$ cat config.mk
export PLATFORM = sky130hd
export DESIGN_NAME = rx_b2cal
export DESIGN_NICKNAME = d
export VERILOG_FILES = /design/src/rtl/stm1_pkg.sv /design/src/rtl/rxb2_pos.sv /design/src/rtl/rx_b2cal.sv
export SDC_FILE = /design/constraint.sdc
export NUM_CORES = 1
export LEC_CHECK = 0
export CORE_ASPECT_RATIO = 0.6
export CORE_UTILIZATION = 60
export DETAILED_ROUTE_END_ITERATION = 12
export PLACE_DENSITY = 0.89
export SKIP_LAST_GASP = 1
export SLEW_MARGIN = 30
export SYNTH_ARGS = -nofsm -noshare
export SYNTH_HDL_FRONTEND = slang
export SYNTH_SLANG_ARGS = --single-unit
$ cat constraint.sdc
create_clock -name clk19 -period 2.95 [get_ports clk19]
set_input_delay 0.295 -clock clk19 [delete_from_list [all_inputs] [get_ports clk19]]
set_output_delay 0.295 -clock clk19 [all_outputs]
set_load 0.005 [all_outputs]
$ cat src/rtl/stm1_pkg.sv
// rtl/stm1_pkg.sv - STM-1 frame geometry constants and B2 calculator state encoding
package stm1_pkg;

    localparam int STM1_ROWS = 9;
    localparam int STM1_COLS = 270;
    localparam int RSOH_ROWS = 3;
    localparam int SOH_COLS  = 9;

    typedef enum logic {
        RXB2_HUNT = 1'b0,
        RXB2_ACC  = 1'b1
    } rxb2_state_t;

    // Place a byte into its BIP-8 lane of the 24-bit word: lane 0 is the MSB byte.
    function automatic logic [23:0] bip_lane_word(input logic [1:0] lane, input logic [7:0] d);
        case (lane)
            2'd0:    return {d, 16'h0000};
            2'd1:    return {8'h00, d, 8'h00};
            default: return {16'h0000, d};
        endcase
    endfunction

endpackage

$ cat src/rtl/rxb2_pos.sv
// rtl/rxb2_pos.sv - STM-1 row/column/lane position counter with frame flags
module rxb2_pos
    import stm1_pkg::*;
(
    input  logic       clk19,
    input  logic       rst,
    input  logic       clr_i,
    input  logic       adv_i,
    output logic [1:0] lane_o,
    output logic       lastbyte_o,
    output logic       rsoh_o,
    output logic       atsof_o
);

    logic [3:0] row_q, row_d;
    logic [8:0] col_q, col_d;
    logic [1:0] lane_q, lane_d;

    assign lastbyte_o = (row_q == 4'(STM1_ROWS - 1)) && (col_q == 9'(STM1_COLS - 1));
    assign rsoh_o     = (row_q < 4'(RSOH_ROWS)) && (col_q < 9'(SOH_COLS));
    assign atsof_o    = (row_q == 4'd0) && (col_q == 9'd0);
    assign lane_o     = lane_q;

    // Next position: advance on each byte, wrap at end of row and end of frame.
    always_comb begin
        row_d  = row_q;
        col_d  = col_q;
        lane_d = lane_q;
        if (clr_i) begin
            row_d  = 4'd0;
            col_d  = 9'd0;
            lane_d = 2'd0;
        end else if (adv_i) begin
            if (col_q == 9'(STM1_COLS - 1)) begin
                col_d  = 9'd0;
                lane_d = 2'd0;
                row_d  = lastbyte_o ? 4'd0 : row_q + 4'd1;
            end else begin
                col_d  = col_q + 9'd1;
                lane_d = (lane_q == 2'd2) ? 2'd0 : lane_q + 2'd1;
            end
        end
    end

    // Position registers.
    always_ff @(posedge clk19) begin
        if (rst) begin
            row_q  <= 4'd0;
            col_q  <= 9'd0;
            lane_q <= 2'd0;
        end else begin
            row_q  <= row_d;
            col_q  <= col_d;
            lane_q <= lane_d;
        end
    end

endmodule

$ cat src/rtl/rx_b2cal.sv
// rtl/rx_b2cal.sv - receive BIP-24 (B2) calculator for STM-1; optional RXB2CAL_ERRINJ_EN error injection
module rx_b2cal
    import stm1_pkg::*;
#(
    parameter logic [23:0] INIT = 24'd0
) (
    input  logic        clk19,
    input  logic        rst,
    input  logic [7:0]  rdat,
    input  logic        en,
    input  logic        rxsof,
    output logic [23:0] b2dat,
    output logic        b2vld,
    output logic        frmerr
`ifdef RXB2CAL_ERRINJ_EN
    ,
    input  logic        errinj
`endif
);

    rxb2_state_t state_q, state_d;
    logic [23:0] acc_q, acc_d;
    logic [23:0] b2dat_q, b2dat_d;
    logic        b2vld_q, b2vld_d;
    logic        frmerr_q, frmerr_d;
    logic [23:0] acc_next;
    logic [23:0] inj_mask;
    logic        pos_clr;
    logic        pos_adv;
    logic [1:0]  lane;
    logic        lastbyte;
    logic        rsoh;
    logic        atsof;

    rxb2_pos u_pos (
        .clk19      (clk19),
        .rst        (rst),
        .clr_i      (pos_clr),
        .adv_i      (pos_adv),
        .lane_o     (lane),
        .lastbyte_o (lastbyte),
        .rsoh_o     (rsoh),
        .atsof_o    (atsof)
    );

`ifdef RXB2CAL_ERRINJ_EN
    logic inj_q, inj_d;

    assign inj_mask = inj_q ? 24'h010000 : 24'h000000;

    // Sticky injection request, consumed by the next delivered result.
    always_comb begin
        inj_d = inj_q;
        if (b2vld_d) begin
            inj_d = 1'b0;
        end
        if (errinj) begin
            inj_d = 1'b1;
        end
    end

    // Injection flag register.
    always_ff @(posedge clk19) begin
        if (rst) begin
            inj_q <= 1'b0;
        end else begin
            inj_q <= inj_d;
        end
    end
`else
    assign inj_mask = 24'h000000;
`endif

    // Running parity with the current byte folded in; RSOH bytes contribute nothing.
    assign acc_next = acc_q ^ (rsoh ? 24'h000000 : bip_lane_word(lane, rdat));

    // FSM next state, accumulator update and output pulses.
    always_comb begin
        state_d  = state_q;
        acc_d    = acc_q;
        b2dat_d  = b2dat_q;
        b2vld_d  = 1'b0;
        frmerr_d = 1'b0;
        pos_clr  = 1'b0;
        pos_adv  = 1'b0;
        case (state_q)
            RXB2_HUNT: begin
                pos_clr = 1'b1;
                acc_d   = 24'd0;
                if (rxsof) begin
                    state_d = RXB2_ACC;
                end
            end
            RXB2_ACC: begin
                if (rxsof) begin
                    pos_clr  = 1'b1;
                    acc_d    = 24'd0;
                    frmerr_d = !atsof;
                end else if (en) begin
                    pos_adv = 1'b1;
                    if (lastbyte) begin
                        b2dat_d = acc_next ^ inj_mask;
                        b2vld_d = 1'b1;
                        acc_d   = 24'd0;
                    end else begin
                        acc_d = acc_next;
                    end
                end
            end
            default: begin
                state_d = RXB2_HUNT;
            end
        endcase
    end

    // State, accumulator and registered outputs.
    always_ff @(posedge clk19) begin
        if (rst) begin
            state_q  <= RXB2_HUNT;
            acc_q    <= INIT;
            b2dat_q  <= INIT;
            b2vld_q  <= 1'b0;
            frmerr_q <= 1'b0;
        end else begin
            state_q  <= state_d;
            acc_q    <= acc_d;
            b2dat_q  <= b2dat_d;
            b2vld_q  <= b2vld_d;
            frmerr_q <= frmerr_d;
        end
    end

    assign b2dat  = b2dat_q;
    assign b2vld  = b2vld_q;
    assign frmerr = frmerr_q;

endmodule

==> results of run 1 <==
-- cells in the final DEF, fill, tap and decap left out, drive strengths merged, types with 2 or more instances in the layout --
master,n
nor3,2
a21oi,9
ha,5
inv,6
buf,9
clkinv,5
clkdlybuf4s50,37
nor2b,10
a21o,16
dfxtp,66
xnor2,14
nand2b,3
clkbuf,9
nor4,22
and3b,2
nand2,12
a211oi,26
nand3,2
and4,18
nor2,41
o211ai,8
xor2,4
nand4,6
nand3b,2
a31oi,42
-- area by class of cell --
type | instances | share of cell area [%]
clock inverter | 7 | 1.83
inverter | 6 | 0.589
clock buffer | 9 | 3.24
timing repair buffer | 46 | 11.5
tap | 66 | 2.16
multi-input combinational | 255 | 46.2
sequential | 66 | 34.6
-- critical path: stages, from the launching register on --
cell     delay (ns)
dfxtp_1        0.37
nor4_4         0.56
buf_4          0.28
and4_1         0.20
buf_4          0.34
nor2_1         0.10
nor4_1         0.33
-- kinds of logic after synthesis --
family / after synthesis / synth area share (%)
AOI/OAI and AO/OA: 106 / 22.9
xor gates and xnor gates: 18 / 4.85
adders and majority gates: 5 / 1.92
buffers and inverters: 43 / 5.73
DFF: 66 / 40.6
muxes: 1 / 0.308
and+or+nand+nor: 125 / 23.6
-- metal layers --
layer | up-vias | wire length [um]
li1 | 1410 | -
met1 | 1346 | 3530
met2 | 101 | 3220
met3 | 12 | 483
met4 | 0 | 108
met5 | - | 0
-- per-stage QoR --
step | power [mW] | worst slack, ns | hold slack (ns) | std cells | util (%)
after floorplan | 0.954 | 1.00 | 0.416 | 364 | -
after global placement | 0.978 | 0.631 | 0.460 | 439 | 70.6
after detailed placement | 0.979 | 0.555 | 0.473 | 439 | 70.6
after CTS | 1.72 | 0.514 | 0.489 | 455 | 74.3
after global routing | 1.76 | 0.485 | 0.505 | 455 | 74.5
final | 1.70 | 0.663 | 0.487 | 455 | 74.5
-- power breakdown --
group | switching, mW | internal [mW] | total, mW
registers | 0.00333 | 0.892 | 0.896
clock network | 0.355 | 0.388 | 0.743
logic | 0.0395 | 0.0247 | 0.0642
-- sequential cells by signal, summed over array words and instances (netlist names) --
register	cells
acc_q	24
b2dat	24
b2vld	1
frmerr	1
state_q	1
u_pos.col_q	9
u_pos.lane_o	2
u_pos.row_q	4
-- worst max-delay path by stage --
stage	startpoint	end	slack, ns
after floorplan	u_pos.col_q[1]$_SDFFE_PP0P_	acc_q[14]$_SDFFE_PP0P_	1.00
after global placement	en	b2dat[9]$_SDFFE_PP0P_	0.63
after detailed placement	en	b2dat[13]$_SDFFE_PP0P_	0.55
after CTS	u_pos.col_q[3]$_SDFFE_PP0P_	b2dat[9]$_SDFFE_PP0P_	0.51
after global routing	u_pos.col_q[4]$_SDFFE_PP0P_	b2dat[9]$_SDFFE_PP0P_	0.48
final	u_pos.col_q[4]$_SDFFE_PP0P_	b2dat[9]$_SDFFE_PP0P_	0.66
==> results.json, run 1 <==
{
  "hold_viol_final": 0,
  "fp.dieH_um": 59.0,
  "grt_pass1_wl_um": 12400,
  "use_met1_pct": 37.7,
  "crit_required_ns": 3.19,
  "port_buffers": 37,
  "cts_made_buffers": 9,
  "insertedDiodeCount": 0,
  "multi_input_area_um2": 1770,
  "hold_end": "acc_q[20]$_SDFFE_PP0P_",
  "gr-total-overflow": 0,
  "start_util_pct": 63.4,
  "gp_congestion": 0.835,
  "htreeDepth": 3,
  "synth_fp_nets": 381,
  "met3_usage_pct": 9.20,
  "rsz0062_at_grt": "no",
  "root_buffer": "clkbuf_8",
  "cts.sinks": 66,
  "r2r_slack_ns": 0.66,
  "fin_nets": 401,
  "critPathLaunchType": "flop",
  "cts.clk_slew.worst_paths_ns": 0.07,
  "crit_fanout": 40,
  "reg2reg_depth": 6,
  "top_usage_layer": "met2",
  "tritoncts": "yes",
  "synthCells": 364,
  "r2r_start": "u_pos.col_q[4]$_SDFFE_PP0P_",
  "r2r_end": "b2dat[9]$_SDFFE_PP0P_",
  "synth.area.top_cells": "dfxtp_1 (41%), a31oi_1 (8.1%), a211oi_1 (6.0%)",
  "p_per_area_nw_per_um2": 445,
  "final-setup-viol-count": 0,
  "status": "finished clean",
  "synth.distinct_cells": 40,
  "nFillCells": 364,
  "dieArea_um2": 5730,
  "tightestPinTransition_ns": 0.636,
  "synth-edff-count": 0,
  "syn2layout_area_growth_pct": 17.6,
  "drt_pass1_iterations": 6,
  "endpoint_kind": "flop",
  "skew_ns": 0.00760,
  "drive_above_1_share_pct": 9.51,
  "ant_nets": 0,
  "clockBufferDepth": 2,
  "period_needed_ns": 2.29,
  "slew_viol_final": 0,
  "drt_iter0_drc": 183,
  "wl_um": 7340,
  "cts_resized": 0,
  "antenna_found_initial": 0,
  "seq_area_frac_synth_pct": 40.6,
  "grt_pass1_vias": 2606,
  "wire_per_inst_um": 16.1,
  "post-synth-top-count-cell": "dfxtp_1",
  "die_w_um": 97.0,
  "async_reset_ff_share_pct": 0,
  "rows": 20,
  "critPathArrivalTime_ns": 2.53,
  "fin_area_um2": 3820,
  "max_freq_ghz": 0.437,
  "post-cts-setup-buffers": 0,
  "synth_area_per_cell_um2": 8.93,
  "clk_latency_ns": 0.35,
  "yosysTopAreaCell": "dfxtp_1",
  "vias": 2869,
  "synth_common_cells": "dfxtp_1 (66), a31oi_1 (42), nor2_1 (41), a211oi_1 (26), nor4_1 (19)",
  "worstHoldStart": "acc_q[20]$_SDFFE_PP0P_",
  "synth_top_area_share_pct": 40.6,
  "regArea_um2": 1320,
  "maxSlewHeadroom_pct": 57.6,
  "num_io_pins": 38,
  "vias_per_cell": 6.31,
  "track_usage_pct": 28.0,
  "drc": 0,
  "hold_buffers": 0,
  "drv_cap": 0,
  "p_leak_nw": 1.19,
  "hpwl_um": 4920,
  "grt_max_degree": 41,
  "synth_ff_type": "dfxtp_1",
  "syn_area_um2": 3250,
  "crit_type": "flop to flop",
  "grtUsageMet2_pct": 42.0,
  "ir_drop_mv": 0.419,
  "tns_ns": 0,
  "synth-seq-cells": 66,
  "core_area_um2": 5130,
  "holdPathStages": 1,
  "placed_cell_area_um2": 3620,
  "ys_warn_count": 0,
  "fin_crit_sh_pct": 77.5,
  "hp-class": "flop to flop"
}
(Power assumes the default switching activity.)
==> run 2, diff against run 1 <==
Settings changed: CORE_UTILIZATION 60 to 56, PLACE_DENSITY 0.89 to 0.84.
Clock period 2.95 ns to 2.4 ns, I/O delays scaled along.
==> run 2 against run 1 <==
Effect of this change: final cell count is 4.0% higher; critical endpoint is now acc_q[11]$_SDFFE_PP0P_; non-clock buffer count up 4; highest routed layer unchanged; sequential power up 23%.
==> results.json, run 2 (same netlist as run 1, synthesis figures left out) <==
{
  "gr-total-overflow": 0,
  "reg2reg_depth": 7,
  "grt_max_degree": 41,
  "p_leak_nw": 1.22,
  "die_w_um": 100,
  "drive_above_1_share_pct": 10.2,
  "syn2layout_area_growth_pct": 19.9,
  "cts_made_buffers": 9,
  "hold_buffers": 0,
  "tightestPinTransition_ns": 0.613,
  "hp-class": "flop to flop",
  "root_buffer": "clkbuf_8",
  "met3_usage_pct": 9.99,
  "use_met1_pct": 36.1,
  "cts.clk_slew.worst_paths_ns": 0.08,
  "drt_pass1_iterations": 5,
  "wl_um": 7520,
  "clk_latency_ns": 0.36,
  "dieArea_um2": 6120,
  "core_area_um2": 5600,
  "num_io_pins": 38,
  "critPathLaunchType": "flop",
  "period_needed_ns": 2.14,
  "track_usage_pct": 25.9,
  "p_per_area_nw_per_um2": 567,
  "hold_end": "acc_q[17]$_SDFFE_PP0P_",
  "instances_no_fill": 473,
  "drt_iter0_drc": 223,
  "crit_chain": "inv_1, ha_1, and4_1, a311o_1, buf_4, a21o_1, a31oi_1",
  "tritoncts": "yes",
  "antenna_found_initial": 0,
  "rows": 21,
  "start_util_pct": 58.1,
  "ir_drop_mv": 0.332,
  "mostFrequentLayoutCells": "dfxtp_1 (66), nor2_1 (41), a31oi_1 (40), clkdlybuf4s50_1 (37), a211oi_1 (26)",
  "critPathArrivalTime_ns": 2.42,
  "r2r_start": "u_pos.col_q[1]$_SDFFE_PP0P_",
  "holdPathStages": 1,
  "multi_input_area_um2": 1760,
  "wire_per_inst_um": 15.9,
  "insertedDiodeCount": 0,
  "crit_type": "flop to flop",
  "top_usage_layer": "met2",
  "rsz0062_at_grt": "no",
  "power.total_mw": 2.21,
  "post-cts-setup-buffers": 0,
  "vias": 2950,
  "clockBufferDepth": 2,
  "port_buffers": 37,
  "hpwl_um": 5070,
  "fp.dieH_um": 61.0,
  "status": "finished clean",
  "cp_slowest_stage_delay_ns": 0.48,
  "cts.sinks": 66,
  "ant_nets": 0,
  "dpl_worst_slack_ns": 0.235,
  "drv_cap": 0,
  "cts_resized": 0,
  "gp_congestion": 0.882,
  "skew_ns": 0.0120,
  "grt_pass1_vias": 2499,
  "fin_nets": 405,
  "htreeDepth": 3,
  "max_freq_ghz": 0.466,
  "slew_viol_final": 0,
  "crit_fanout": 24,
  "grtUsageMet2_pct": 37.5,
  "placed_cell_area_um2": 3680,
  "place_inst": 457,
  "tns_ns": 0,
  "slowest_stage": "dfxtp_1",
  "hold_viol_final": 0,
  "drc": 0,
  "worstHoldStart": "acc_q[17]$_SDFFE_PP0P_",
  "maxSlewHeadroom_pct": 58.8,
  "r2r_slack_ns": 0.26,
  "r2r_end": "acc_q[11]$_SDFFE_PP0P_",
  "regArea_um2": 1320,
  "final_common_cell": "dfxtp_1",
  "crit_required_ns": 2.68,
  "endpoint_kind": "flop",
  "fin_crit_sh_pct": 89.4,
  "vias_per_cell": 6.24,
  "grt_pass1_wl_um": 12000,
  "final-setup-viol-count": 0,
  "fin_ws_ns": 0.256,
  "nFillCells": 423,
  "fin_area_um2": 3900
}
run 2: cell count changes in the layout (fill, tap and decap cells not counted), sizes merged:
cell | previous run | this run
buf | 9 | 13
bufinv | 1 | 2
clkinv | 5 | 3
clkinvlp | 1 | 2
run 2: area by class of cell:
| type | count | area share [%] |
|---|---|---|
| clock buffer | 9 | 3.18 |
| tap | 80 | 2.57 |
| multi-input combinational | 255 | 45.0 |
| sequential | 66 | 33.9 |
| clock inverter | 7 | 2.41 |
| inverter | 6 | 0.578 |
| timing repair buffer | 50 | 12.3 |
run 2: per-layer routing:
layer  up-vias  part of all wire [%]
li1       1422                     -
met1      1404                    48
met2       110                    44
met3        14                   6.9
met4         0                  0.97
met5         -                     0
run 2: critical path, delay by kind of cell, from the launching register on:
kind	cells	cell delay, ns
adders and majority gates	1	0.21
buffers and inverters	2	0.34
DFF	1	0.48
AOI/OAI and AO/OA	3	0.74
and+or+nand+nor	1	0.29
run 2: worst max path at each step:
stage	end	cells after the start	from	slack [ns]
after floorplan	acc_q[14]$_SDFFE_PP0P_	8	u_pos.col_q[1]$_SDFFE_PP0P_	0.45
after global placement	u_pos.lane_o[1]$_SDFFE_PP0P_	4	rxsof	0.31
after detailed placement	b2dat[13]$_SDFFE_PP0P_	6	en	0.23
after CTS	acc_q[14]$_SDFFE_PP0P_	7	u_pos.col_q[1]$_SDFFE_PP0P_	0.28
after global routing	acc_q[7]$_SDFFE_PP0P_	7	u_pos.col_q[1]$_SDFFE_PP0P_	0.15
final	acc_q[11]$_SDFFE_PP0P_	7	u_pos.col_q[1]$_SDFFE_PP0P_	0.26
run 2: power breakdown:
| group | leakage [nW] | switching, mW | total (mW) | internal, mW |
|---|---|---|---|---|
| sequential | 0.532 | 0.00444 | 1.10 | 1.10 |
| combinational | 0.581 | 0.0511 | 0.0838 | 0.0327 |
| clock | 0.105 | 0.442 | 1.02 | 0.582 |
run 2: metrics by stage:
step / util, % / hold slack [ns]
5_1_grt: 69.6 / 0.490
6_report: 69.6 / 0.480
3_5_place_dp: 65.8 / 0.465
4_1_cts: 69.6 / 0.482
2_1_floorplan: - / 0.361
3_3_place_gp: 65.8 / 0.457
==> run 3, diff against run 2 <==
Clock period 2.4 ns to 2.1 ns, I/O delays scaled along.
==> run 3 against run 2 <==
Effect of this change: sequential power up 15%; utilization up 1.1 points; clock-buffer cell count stayed put; hold slack improved by 0.0092 ns; clock power up 7%; final area up 1.6%; worst setup slack worse by 0.12 ns; sequential share of layout area down 0.54 points; critical endpoint is now acc_q[1]$_SDFFE_PP0P_; fmax grew 9.1%; critical path type unchanged.
==> results.json, run 3 (same netlist as run 1, synthesis figures left out) <==
{
  "status": "finished clean",
  "holdWs_ns": 0.489,
  "nFillCells": 440,
  "grt_max_degree": 41,
  "cts_made_buffers": 9,
  "final_common_cell": "dfxtp_1",
  "start_util_pct": 58.1,
  "grt_pass1_vias": 2485,
  "crit_fanout": 24,
  "crit_required_ns": 2.37,
  "maxSlewHeadroom_pct": 71.2,
  "cts_resized": 0,
  "skew_ns": 0.0107,
  "gr-total-overflow": 0,
  "cts.sinks": 66,
  "placed_cell_area_um2": 3760,
  "drc": 0,
  "worstHoldStart": "acc_q[12]$_SDFFE_PP0P_",
  "wl_um": 7640,
  "final_util_pct": 70.8,
  "cts.clk_slew.worst_paths_ns": 0.08,
  "rsz0062_at_grt": "no",
  "switchingPower_mw": 0.600,
  "ant_nets": 0,
  "post-cts-setup-buffers": 0,
  "regArea_um2": 1320,
  "insertedDiodeCount": 0,
  "num_io_pins": 38,
  "instances_no_fill": 482,
  "slew_viol_final": 0,
  "dpl_worst_slack_ns": 0.0597,
  "drive_above_1_share_pct": 12.2,
  "track_usage_pct": 26.4,
  "root_buffer": "clkbuf_8",
  "wire_per_inst_um": 15.8,
  "hpwl_um": 5120,
  "multi_input_area_um2": 1760,
  "p_per_area_nw_per_um2": 619,
  "die_w_um": 100,
  "endpoint_kind": "flop",
  "hold_buffers": 0,
  "dieArea_um2": 6120,
  "fp.dieH_um": 61.0,
  "final-setup-viol-count": 0,
  "holdPathStages": 1,
  "reg2reg_depth": 7,
  "mostFrequentLayoutCells": "dfxtp_1 (66), nor2_1 (41), a31oi_1 (40), clkdlybuf4s50_1 (37), a211oi_1 (26)",
  "crit_type": "flop to flop",
  "gp_congestion": 0.836,
  "critPathLaunchType": "flop",
  "fin_area_um2": 3960,
  "sequentialPowerShare_pct": 51.3,
  "clockPowerShare_pct": 44.5,
  "fin_nets": 414,
  "fin_crit_sh_pct": 93.6,
  "clockBufferDepth": 2,
  "vias_per_cell": 6.12,
  "port_buffers": 37,
  "place_inst": 466,
  "htreeDepth": 3,
  "r2r_start": "u_pos.col_q[1]$_SDFFE_PP0P_",
  "rows": 21,
  "antenna_found_initial": 0,
  "core_area_um2": 5600,
  "hold_viol_final": 0,
  "pwr-share-comb_pct": 4.2,
  "period_needed_ns": 1.97,
  "crit_start": "u_pos.col_q[1]$_SDFFE_PP0P_",
  "drt_iter0_drc": 175,
  "intPower_mw": 1.85,
  "syn2layout_area_growth_pct": 21.8,
  "max_freq_ghz": 0.509,
  "drt_pass1_iterations": 5,
  "clk_latency_ns": 0.35,
  "ir_drop_mv": 0.431,
  "switching_share_pct": 24.5,
  "vias": 2949,
  "tightestPinTransition_ns": 0.428,
  "power.total_mw": 2.45,
  "tritoncts": "yes",
  "grt_pass1_wl_um": 12200,
  "hp-class": "flop to flop",
  "drv_cap": 0,
  "fin_ws_ns": 0.135,
  "critPathArrivalTime_ns": 2.24,
  "p_leak_nw": 1.26,
  "tns_ns": 0
}
[run 3: cell types whose count changed in the layout (fill, tap and decap cells not counted), sizes merged]
cell,change
buf,+9
inv,+2
bufinv,-1
clkinv,-1
[run 3: routing by layer]
| layer | routed length (um) | global-route usage (%) | vias up | part of all wire [%] |
|---|---|---|---|---|
| met5 | 0 | 0 | - | 0 |
| met4 | 87 | 9.94 | 0 | 1.1 |
| met3 | 541 | 7.04 | 9 | 7.1 |
| met2 | 3300 | 38.6 | 113 | 43 |
| met1 | 3710 | 37.7 | 1389 | 49 |
| li1 | - | - | 1438 | - |
[run 3: final timing paths]
| path | endpoint | slack (ns) |
|---|---|---|
| max reg2reg | acc_q[1]$_SDFFE_PP0P_ | 0.13 |
| max | acc_q[1]$_SDFFE_PP0P_ | 0.13 |
| min reg2reg | acc_q[12]$_SDFFE_PP0P_ | 0.49 |
| min | acc_q[12]$_SDFFE_PP0P_ | 0.49 |
[run 3: power groups by stage]
stage / sequential, mW / clock, mW / combinational [mW]
after floorplan: 1.29 / 0 / 0.0550
after global placement: 1.29 / 0 / 0.0995
after detailed placement: 1.29 / 0 / 0.102
after CTS: 1.26 / 1.10 / 0.102
after global routing: 1.26 / 1.16 / 0.111
final: 1.26 / 1.09 / 0.104
[run 3: cell type report]
| type | count | area share [%] |
|---|---|---|
| clock buffer | 9 | 3.13 |
| clock inverter | 7 | 1.93 |
| inverter | 6 | 0.569 |
| multi-input combinational | 255 | 44.3 |
| sequential | 66 | 33.4 |
| tap | 80 | 2.53 |
| timing repair buffer | 59 | 14.2 |
[run 3: worst max-delay path, stage by stage, from the launching register on]
cell and delay [ns]:
dfxtp_1 0.33, inv_1 0.06, ha_1 0.20, and4_1 0.30, a311o_1 0.38, buf_4 0.22, o211ai_1 0.20, nor2b_1 0.18
